[src/rtl/shift_arbiter.sv]
// Two-requester round-robin barrel-free shifter: a granted operand is shifted
// by at most STEP bits per cycle, and the result is held until the consumer accepts it.
module shift_arbiter #(
  parameter int WIDTH = 32,
  parameter int STEP  = 3
) (
  input  logic             clk,
  input  logic             reset,
  input  logic             req0_valid,
  output logic             req0_ready,
  input  logic [WIDTH-1:0] req0_data,
  input  logic [4:0]       req0_amt,
  input  logic [1:0]       req0_op,
  input  logic             req1_valid,
  output logic             req1_ready,
  input  logic [WIDTH-1:0] req1_data,
  input  logic [4:0]       req1_amt,
  input  logic [1:0]       req1_op,
  output logic             resp_valid,
  input  logic             resp_ready,
  output logic [WIDTH-1:0] resp_data,
  output logic             resp_id,
  output logic             resp_err,
  output logic             busy
);

  typedef enum logic [1:0] {IDLE, SHIFT, DONE} state_t;

  localparam logic [4:0] STEP_AMT = 5'(STEP);

  state_t           r_state, w_next;
  logic [WIDTH-1:0] r_work;
  logic [4:0]       r_rem;
  logic [1:0]       r_op;
  logic             r_id, r_err, r_last;

  logic             w_hs, w_sel;
  logic [WIDTH-1:0] w_data, w_shifted;
  logic [4:0]       w_amt, w_step;
  logic [1:0]       w_op;

  // r_last names the requester granted most recently; the other one wins a tie.
  assign req0_ready = (r_state == IDLE) & req0_valid & (~req1_valid | r_last);
  assign req1_ready = (r_state == IDLE) & req1_valid & (~req0_valid | ~r_last);

  assign w_hs   = req0_ready | req1_ready;
  assign w_sel  = req1_ready;
  assign w_data = w_sel ? req1_data : req0_data;
  assign w_amt  = w_sel ? req1_amt  : req0_amt;
  assign w_op   = w_sel ? req1_op   : req0_op;

  assign w_step = (r_rem < STEP_AMT) ? r_rem : STEP_AMT;

  // Arithmetic shifts keep the MSB intact, so each partial step refills with the original sign.
  always_comb begin
    w_shifted = r_work;
    case (r_op)
      2'b00:   w_shifted = r_work << w_step;
      2'b01:   w_shifted = r_work >> w_step;
      2'b10:   w_shifted = $signed(r_work) >>> w_step;
      default: w_shifted = r_work;
    endcase
  end

  always_comb begin
    w_next = r_state;
    case (r_state)
      IDLE:    if (w_hs) w_next = ((w_amt == '0) || (w_op == 2'b11)) ? DONE : SHIFT;
      SHIFT:   if (r_rem <= STEP_AMT) w_next = DONE;
      DONE:    if (resp_ready) w_next = IDLE;
      default: w_next = IDLE;
    endcase
  end

  always_ff @(posedge clk or posedge reset) begin
    if (reset) begin
      r_state <= IDLE;
      r_work  <= '0;
      r_rem   <= '0;
      r_op    <= '0;
      r_id    <= 1'b0;
      r_err   <= 1'b0;
      r_last  <= 1'b1;
    end else begin
      r_state <= w_next;
      if ((r_state == IDLE) && w_hs) begin
        r_work <= w_data;
        r_rem  <= (w_op == 2'b11) ? 5'd0 : w_amt;
        r_op   <= w_op;
        r_id   <= w_sel;
        r_err  <= (w_op == 2'b11);
        r_last <= w_sel;
      end else if (r_state == SHIFT) begin
        r_work <= w_shifted;
        r_rem  <= r_rem - w_step;
      end
    end
  end

  assign busy       = (r_state != IDLE);
  assign resp_valid = (r_state == DONE);
  assign resp_id    = r_id & resp_valid;
  assign resp_err   = r_err & resp_valid;
  assign resp_data  = r_work;

endmodule

[config.mk]
export PLATFORM = sky130hd
export DESIGN_NAME = shift_arbiter
export DESIGN_NICKNAME = d
export VERILOG_FILES = /design/src/rtl/shift_arbiter.sv
export SDC_FILE = /design/constraint.sdc
export NUM_CORES = 1
export LEC_CHECK = 0
export ABC_AREA = 1
export CAP_MARGIN = 0
export CELL_PAD_IN_SITES_DETAIL_PLACEMENT = 1
export CELL_PAD_IN_SITES_GLOBAL_PLACEMENT = 1
export CORE_MARGIN = 8
export CORE_UTILIZATION = 36
export DETAILED_ROUTE_END_ITERATION = 8
export GPL_TIMING_DRIVEN = 1
export PLACE_DENSITY = 0.88
export SYNTH_ARGS = -nofsm -noshare
export SYNTH_HDL_FRONTEND = slang
export SYNTH_SLANG_ARGS = --single-unit
export TNS_END_PERCENT = 1
[constraint.sdc]
create_clock -name clk -period 3.9 [get_ports clk]
set_clock_uncertainty 0.15 [all_clocks]
set_input_delay 0.39 -clock clk [delete_from_list [all_inputs] [get_ports clk]]
set_output_delay 0.39 -clock clk [all_outputs]
set_load 0.005 [all_outputs]
==> qor.json, run 1 <==
{
  "run_status": {
    "run_status": "completed"
  },
  "clocking": {
    "post-cts-setup-buffers": 0,
    "cts_root_buffer": "clkbuf_16",
    "post_cts_resize_count": 0,
    "cts_buffers": 5,
    "clock_latency_ns": 0.30,
    "post_cts_hold_buffer_count": 0,
    "cts-root-to-sink-buffers": 2,
    "htree_num_levels": 2,
    "clk_transition_reported_paths_ns": 0.08,
    "cts_tree": "done",
    "cts_sinks": 44
  },
  "placement": {
    "place_congestion": 0.804,
    "buffer_ports.inserted": 120,
    "detailed_place_hpwl_um": 12800
  },
  "drt": {
    "final_routed_wire_length_divided_by_cell_count_um": 15.6,
    "detail_route.first_pass.iterations": 4,
    "drt_wl_total_um": 17400,
    "route.vias.total": 5825,
    "detail_route.iter0.violations": 413,
    "routed_via_density": 5.21,
    "drc": 0,
    "antenna_violating_nets_post_route": 0
  },
  "yosys": {
    "share_of_the_synthesized_area_in_the_top_cell_type": 0.246,
    "synthAdderAreaFrac": 0.0106,
    "synthCells": 857,
    "syn_avg_cell_area_um2": 5.50,
    "synth_area_leader_cell": "nand2_1",
    "yosys.area_share.simple": 0.478,
    "dominantRegCellSynth": "dfrtp_1",
    "synth_edf_count": 0,
    "synth_async_sr_flop_share": 1.00,
    "yosys-top-cells-area": "nand2_1, dfrtp_1, inv_1",
    "synth_top_family_by_area": "simple AND/OR/NAND/NOR gates",
    "syn-cell-area_um2": 4710,
    "muxShareOfSynthArea": 0,
    "synth_compound_gate_area_share": 0.131,
    "synth_unique_cells": 30,
    "synth.ff_latch_count": 44,
    "xor_xnor_fraction_of_synth_area": 0.00186,
    "nets_in_the_synthesized_netlist": 944,
    "synth_warnings": 0,
    "synth.yosys.seq_area_share": 0.234
  },
  "setup_path": {
    "cp_data_arrival_time_ns": 2.37,
    "timing.reg2reg.setup_slack_ns": 1.00,
    "crit_fanout": 19,
    "timing.reg2reg.worst_path_depth": 10,
    "worst-endpoint-required_ns": 3.36,
    "startpoint_types": "flip-flop",
    "criticalPathCategory": "flip-flop to primary output",
    "timing.rr.start": "r_rem[3]$_DFFE_PP0P_",
    "cp-end-kind": "primary output",
    "timing.rr.end": "resp_data[21]$_DFFE_PP0P_"
  },
  "die": {
    "die_area_um2": 17000,
    "boundaryPins": 121,
    "start_util": 0.362,
    "chip_height_um": 130,
    "design.core.area_um2": 13000,
    "num_rows": 42,
    "fp.dieW_um": 130
  },
  "sta": {
    "min_period_over_period": 0.746,
    "timing_worst_slew_pin_value_ns": 0.963,
    "post-route-min-period_ns": 2.91,
    "setup_total_negative_slack_ns": 0,
    "slew_headroom": 0.357,
    "grt_setup_unrepaired": "false",
    "final_max_slew_viol_count": 0,
    "hold_viol_final": 0,
    "max_freq_mhz": 344,
    "whs_ns": 0.379,
    "setup_viol": 0
  },
  "job": {
    "drv_cap": 0
  },
  "grt": {
    "grt_start_max_net_pins": 49,
    "number_of_antenna_violations_at_the_first_check_in_global_routing": 0,
    "grt_pass1_vias": 5936,
    "grt_first_pass_wirelength_um": 29000,
    "globalRouteOverflowTotal": 0,
    "grt.total_usage": 0.208
  },
  "min_path": {
    "timing.hold.worst_path_depth": 2,
    "min_from": "r_last$_DFFE_PP1P_",
    "hp-class": "flip-flop to flip-flop",
    "worst_hold_path.endpoint": "r_last$_DFFE_PP1P_"
  },
  "finish": {
    "area.sequential_um2": 1100,
    "multiInputGateArea_um2": 2940,
    "area_growth_pct": 29.0,
    "nets": 1027,
    "mostFrequentLayoutCells": "nand2_1, clkdlybuf4s50_1, inv_1",
    "final_common_cell": "nand2_1",
    "n_fill_cell": 1852,
    "share_of_layout_cells_above_drive_strength_1": 0.0404,
    "diodes": 0
  },
  "power_and_ir_drop": {
    "power.static_leakage_nw": 3.16,
    "power.density_cell_area_nw_per_um2": 904,
    "worst_ir_drop_vdd_mv": 0.327
  }
}
## cell families (layout without fill, tap and decap cells)
family,Yosys count,count (layout)
flip-flops,44,44
AO/OA/AOI/OAI,120,120
buffers and inverters,158,242
adder cells (fa/ha/maj),4,4
AND/OR/NAND/NOR,530,530
XOR/XNOR,1,1
## cell usage after synthesis, types with 2 or more instances
cell      count
a21oi_1      41
a22oi_1       2
a31oi_1       2
buf_1         6
buf_2        37
buf_4         5
buf_6         3
clkbuf_1      4
dfrtp_1      43
ha_1          4
inv_1        97
inv_2         6
nand2_1     309
nand2_2       2
nand3_1      67
nand3_2       3
nand4_1      47
nor2_1       96
nor2_4        3
o21ai_0      60
o21ai_1      11
## worst max-delay path by stage
stage	from	endpoint	slack (ns)	cells past startpoint
after floorplan	r_rem[2]$_DFFE_PP0P_	r_rem[4]$_DFFE_PP0P_	2.00	11
after global placement	req0_valid	req1_ready	1.04	5
after detailed placement	req0_valid	req1_ready	0.99	5
after CTS	r_state[1]$_DFFE_PP0P_	req1_ready	0.96	4
after global routing	r_rem[4]$_DFFE_PP0P_	resp_data[21]$_DFFE_PP0P_	0.79	10
final	r_state[1]$_DFFE_PP0P_	req1_ready	0.99	4
## metal layers
layer,wire length (um),vias up,global-route usage,part of all wire
met5,0,-,0,0
met4,227,0,0.0466,0.013
met3,527,18,0.0215,0.030
met2,9030,103,0.374,0.52
met1,7600,2807,0.262,0.44
li1,-,2897,-,-
## critical path, stage by stage, from the launching register on
cell,delay [ns]
dfrtp_1,0.45
nor2_4,0.18
nand3_2,0.35
inv_1,0.50
clkdlybuf4s50_1,0.59
## power by group
part	internal (W)	switching (W)	total (W)
registers	0.000718	0.000311	0.00103
clock network	0.000244	0.000216	0.000461
logic	0.00145	0.00256	0.00401
total	0.00241	0.00308	0.00550
## final cells by class
class | instances | share of cell area
Tap cell | 176 | 0.0362
Inverter | 103 | 0.0636
Multi-Input combinational cell | 655 | 0.483
Timing Repair Buffer | 131 | 0.211
Clock inverter | 3 | 0.00432
Clock buffer | 5 | 0.0206
Sequential cell | 44 | 0.181
## registers in the layout, summed over array words and instances (netlist names)
name       count
resp_data     32
r_state        2
r_err          1
r_id           1
r_op           2
r_rem          5
r_last         1
## through the flow
step	setup slack [ns]	instances	cell area (um2)	total power, W	util
4_1_cts	0.963	1117	6080	0.00552	0.466
3_3_place_gp	1.04	1109	5930	0.00489	0.455
2_1_floorplan	2.00	857	4710	0.00375	-
6_report	0.989	1117	6080	0.00550	0.466
3_5_place_dp	0.990	1109	5930	0.00503	0.455
5_1_grt	0.786	1117	6080	0.00611	0.466
(Power assumes the default switching activity.)
==> run 2: changes to the inputs <==
--- a/config.mk
+++ b/config.mk
@@ -10,10 +10,10 @@
 export CELL_PAD_IN_SITES_DETAIL_PLACEMENT = 1
 export CELL_PAD_IN_SITES_GLOBAL_PLACEMENT = 1
 export CORE_MARGIN = 8
-export CORE_UTILIZATION = 36
+export CORE_UTILIZATION = 33
 export DETAILED_ROUTE_END_ITERATION = 8
 export GPL_TIMING_DRIVEN = 1
-export PLACE_DENSITY = 0.88
+export PLACE_DENSITY = 0.82
 export SYNTH_ARGS = -nofsm -noshare
 export SYNTH_HDL_FRONTEND = slang
 export SYNTH_SLANG_ARGS = --single-unit
==> constraint.sdc (replaced) <==
create_clock -name clk -period 2.7 [get_ports clk]
set_clock_uncertainty 0.15 [all_clocks]
set_input_delay 0.27 -clock clk [delete_from_list [all_inputs] [get_ports clk]]
set_output_delay 0.27 -clock clk [all_outputs]
set_load 0.005 [all_outputs]
==> qor.json, run 2 (synthesized netlist as in run 1, its figures left out) <==
{
  "run_status": {
    "run_status": "completed"
  },
  "sta": {
    "final_max_slew_viol_count": 0,
    "setup_total_negative_slack_ns": 0,
    "timing_worst_slew_pin_value_ns": 0.592,
    "max_freq_mhz": 434,
    "whs_ns": 0.190,
    "grt_setup_unrepaired": "false",
    "post-route-min-period_ns": 2.31,
    "hold_viol_final": 0,
    "post-route-worst-setup-slack_ns": 0.394,
    "min_period_over_period": 0.854,
    "setup_viol": 0,
    "slew_headroom": 0.604
  },
  "setup_path": {
    "worst_setup_path_endpoint": "req1_ready",
    "crit_fanout": 14,
    "worst-endpoint-required_ns": 2.28,
    "timing.reg2reg.worst_path_depth": 8,
    "cp_data_arrival_time_ns": 1.89,
    "cp-end-kind": "primary output",
    "criticalPathCategory": "flip-flop to primary output",
    "timing.rr.start": "r_rem[4]$_DFFE_PP0P_",
    "crit_path_start": "r_state[1]$_DFFE_PP0P_",
    "timing.reg2reg.setup_slack_ns": 0.48,
    "timing.rr.end": "resp_data[13]$_DFFE_PP0P_",
    "startpoint_types": "flip-flop"
  },
  "placement": {
    "post-place-ws_ns": 0.445,
    "buffer_ports.inserted": 120,
    "cell_area_after_placement_um2": 6020,
    "detailed_place_hpwl_um": 12800,
    "place_congestion": 0.830
  },
  "clocking": {
    "cts-root-to-sink-buffers": 2,
    "clock_latency_ns": 0.29,
    "cts_tree": "done",
    "post_cts_hold_buffer_count": 0,
    "htree_num_levels": 2,
    "post_cts_resize_count": 0,
    "clk_transition_reported_paths_ns": 0.07,
    "cts_sinks": 44,
    "cts_buffers": 5,
    "post-cts-setup-buffers": 0,
    "cts_root_buffer": "clkbuf_16"
  },
  "finish": {
    "share_of_layout_cells_above_drive_strength_1": 0.0494,
    "n_fill_cell": 1940,
    "area.sequential_um2": 1100,
    "post-route-cell-area_um2": 6180,
    "mostFrequentLayoutCells": "nand2_1, clkdlybuf4s50_1, inv_1",
    "final_common_cell": "nand2_1",
    "multiInputGateArea_um2": 2940,
    "diodes": 0,
    "area_growth_pct": 31.2,
    "nets": 1037,
    "largest_reg_flops": 32
  },
  "die": {
    "num_rows": 43,
    "fp.dieW_um": 136,
    "die_area_um2": 18400,
    "start_util": 0.338,
    "boundaryPins": 121,
    "design.core.area_um2": 13900,
    "chip_height_um": 136
  },
  "min_path": {
    "hp-class": "input pin to async pin"
  },
  "grt": {
    "grt.total_usage": 0.185,
    "number_of_antenna_violations_at_the_first_check_in_global_routing": 0,
    "grt_pass1_vias": 5797,
    "grt_start_max_net_pins": 45,
    "globalRouteOverflowTotal": 0,
    "grt_first_pass_wirelength_um": 28400
  },
  "drt": {
    "final_routed_wire_length_divided_by_cell_count_um": 14.7,
    "detail_route.first_pass.iterations": 4,
    "antenna_violating_nets_post_route": 0,
    "drt_wl_total_um": 16600,
    "route.vias.total": 5680,
    "drc": 0,
    "routed_via_density": 5.02,
    "detail_route.iter0.violations": 329
  },
  "job": {
    "drv_cap": 0
  },
  "power_and_ir_drop": {
    "power.density_cell_area_nw_per_um2": 1290,
    "worst_ir_drop_vdd_mv": 0.540,
    "power.static_leakage_nw": 3.22
  }
}
==> run 2: layout make-up <==
class	instances	share of cell area
clock buffer	6	0.0208
clock inverter	2	0.00566
inverter	103	0.0625
multi-input combinational	655	0.475
sequential	44	0.178
tap	180	0.0364
timing repair buffer	141	0.222
==> run 2: worst max-delay path: stages, from the launching register on <==
cell and delay, ns:
dfrtp_1 0.44, nor2_4 0.18, nand3_2 0.12, inv_1 0.13, buf_4 0.20, clkdlybuf4s50_1 0.52
==> run 2: worst min-delay path by stage <==
stage	from	to	cells after the start
after floorplan	resp_ready	r_state[1]$_DFFE_PP0P_	3
after global placement	r_last$_DFFE_PP1P_	r_last$_DFFE_PP1P_	2
after detailed placement	r_last$_DFFE_PP1P_	r_last$_DFFE_PP1P_	2
after CTS	reset	resp_data[4]$_DFFE_PP0P_	2
after global routing	reset	r_id$_DFFE_PP0P_	2
final	reset	r_id$_DFFE_PP0P_	2
==> run 2: per-stage QoR <==
step	instances	utilization	power (W)
4_1_cts	1131	0.444	0.00810
6_report	1131	0.444	0.00799
3_3_place_gp	1123	0.432	0.00720
5_1_grt	1131	0.444	0.00896
3_5_place_dp	1123	0.432	0.00734
2_1_floorplan	857	-	0.00541
==> run 2: report_power, final <==
group | internal (W) | total (W) | switching (W)
sequential | 0.00104 | 0.00146 | 0.000423
clock | 0.000436 | 0.000708 | 0.000271
combinational | 0.00218 | 0.00582 | 0.00365
==> run 2: per-layer routing <==
metal / up-vias / track usage / wire length (um) / part of all wire
met5: - / 0 / 0 / 0
met4: 0 / 0.0426 / 202 / 0.012
met3: 13 / 0.0274 / 524 / 0.032
met2: 91 / 0.313 / 8070 / 0.49
met1: 2655 / 0.242 / 7830 / 0.47
li1: 2921 / - / - / -
==> run 3: changes to the inputs <==
--- a/config.mk
+++ b/config.mk
@@ -6,7 +6,6 @@
 export NUM_CORES = 1
 export LEC_CHECK = 0
 export ABC_AREA = 1
-export CAP_MARGIN = 0
 export CELL_PAD_IN_SITES_DETAIL_PLACEMENT = 1
 export CELL_PAD_IN_SITES_GLOBAL_PLACEMENT = 1
 export CORE_MARGIN = 8
@@ -14,6 +13,8 @@
 export DETAILED_ROUTE_END_ITERATION = 8
 export GPL_TIMING_DRIVEN = 1
 export PLACE_DENSITY = 0.82
+export SKIP_CTS_REPAIR_TIMING = 1
+export SLEW_MARGIN = 10
 export SYNTH_ARGS = -nofsm -noshare
 export SYNTH_HDL_FRONTEND = slang
 export SYNTH_SLANG_ARGS = --single-unit
==> results of run 3 <==
Final layout, timing and power as in run 2 (identical DEF).
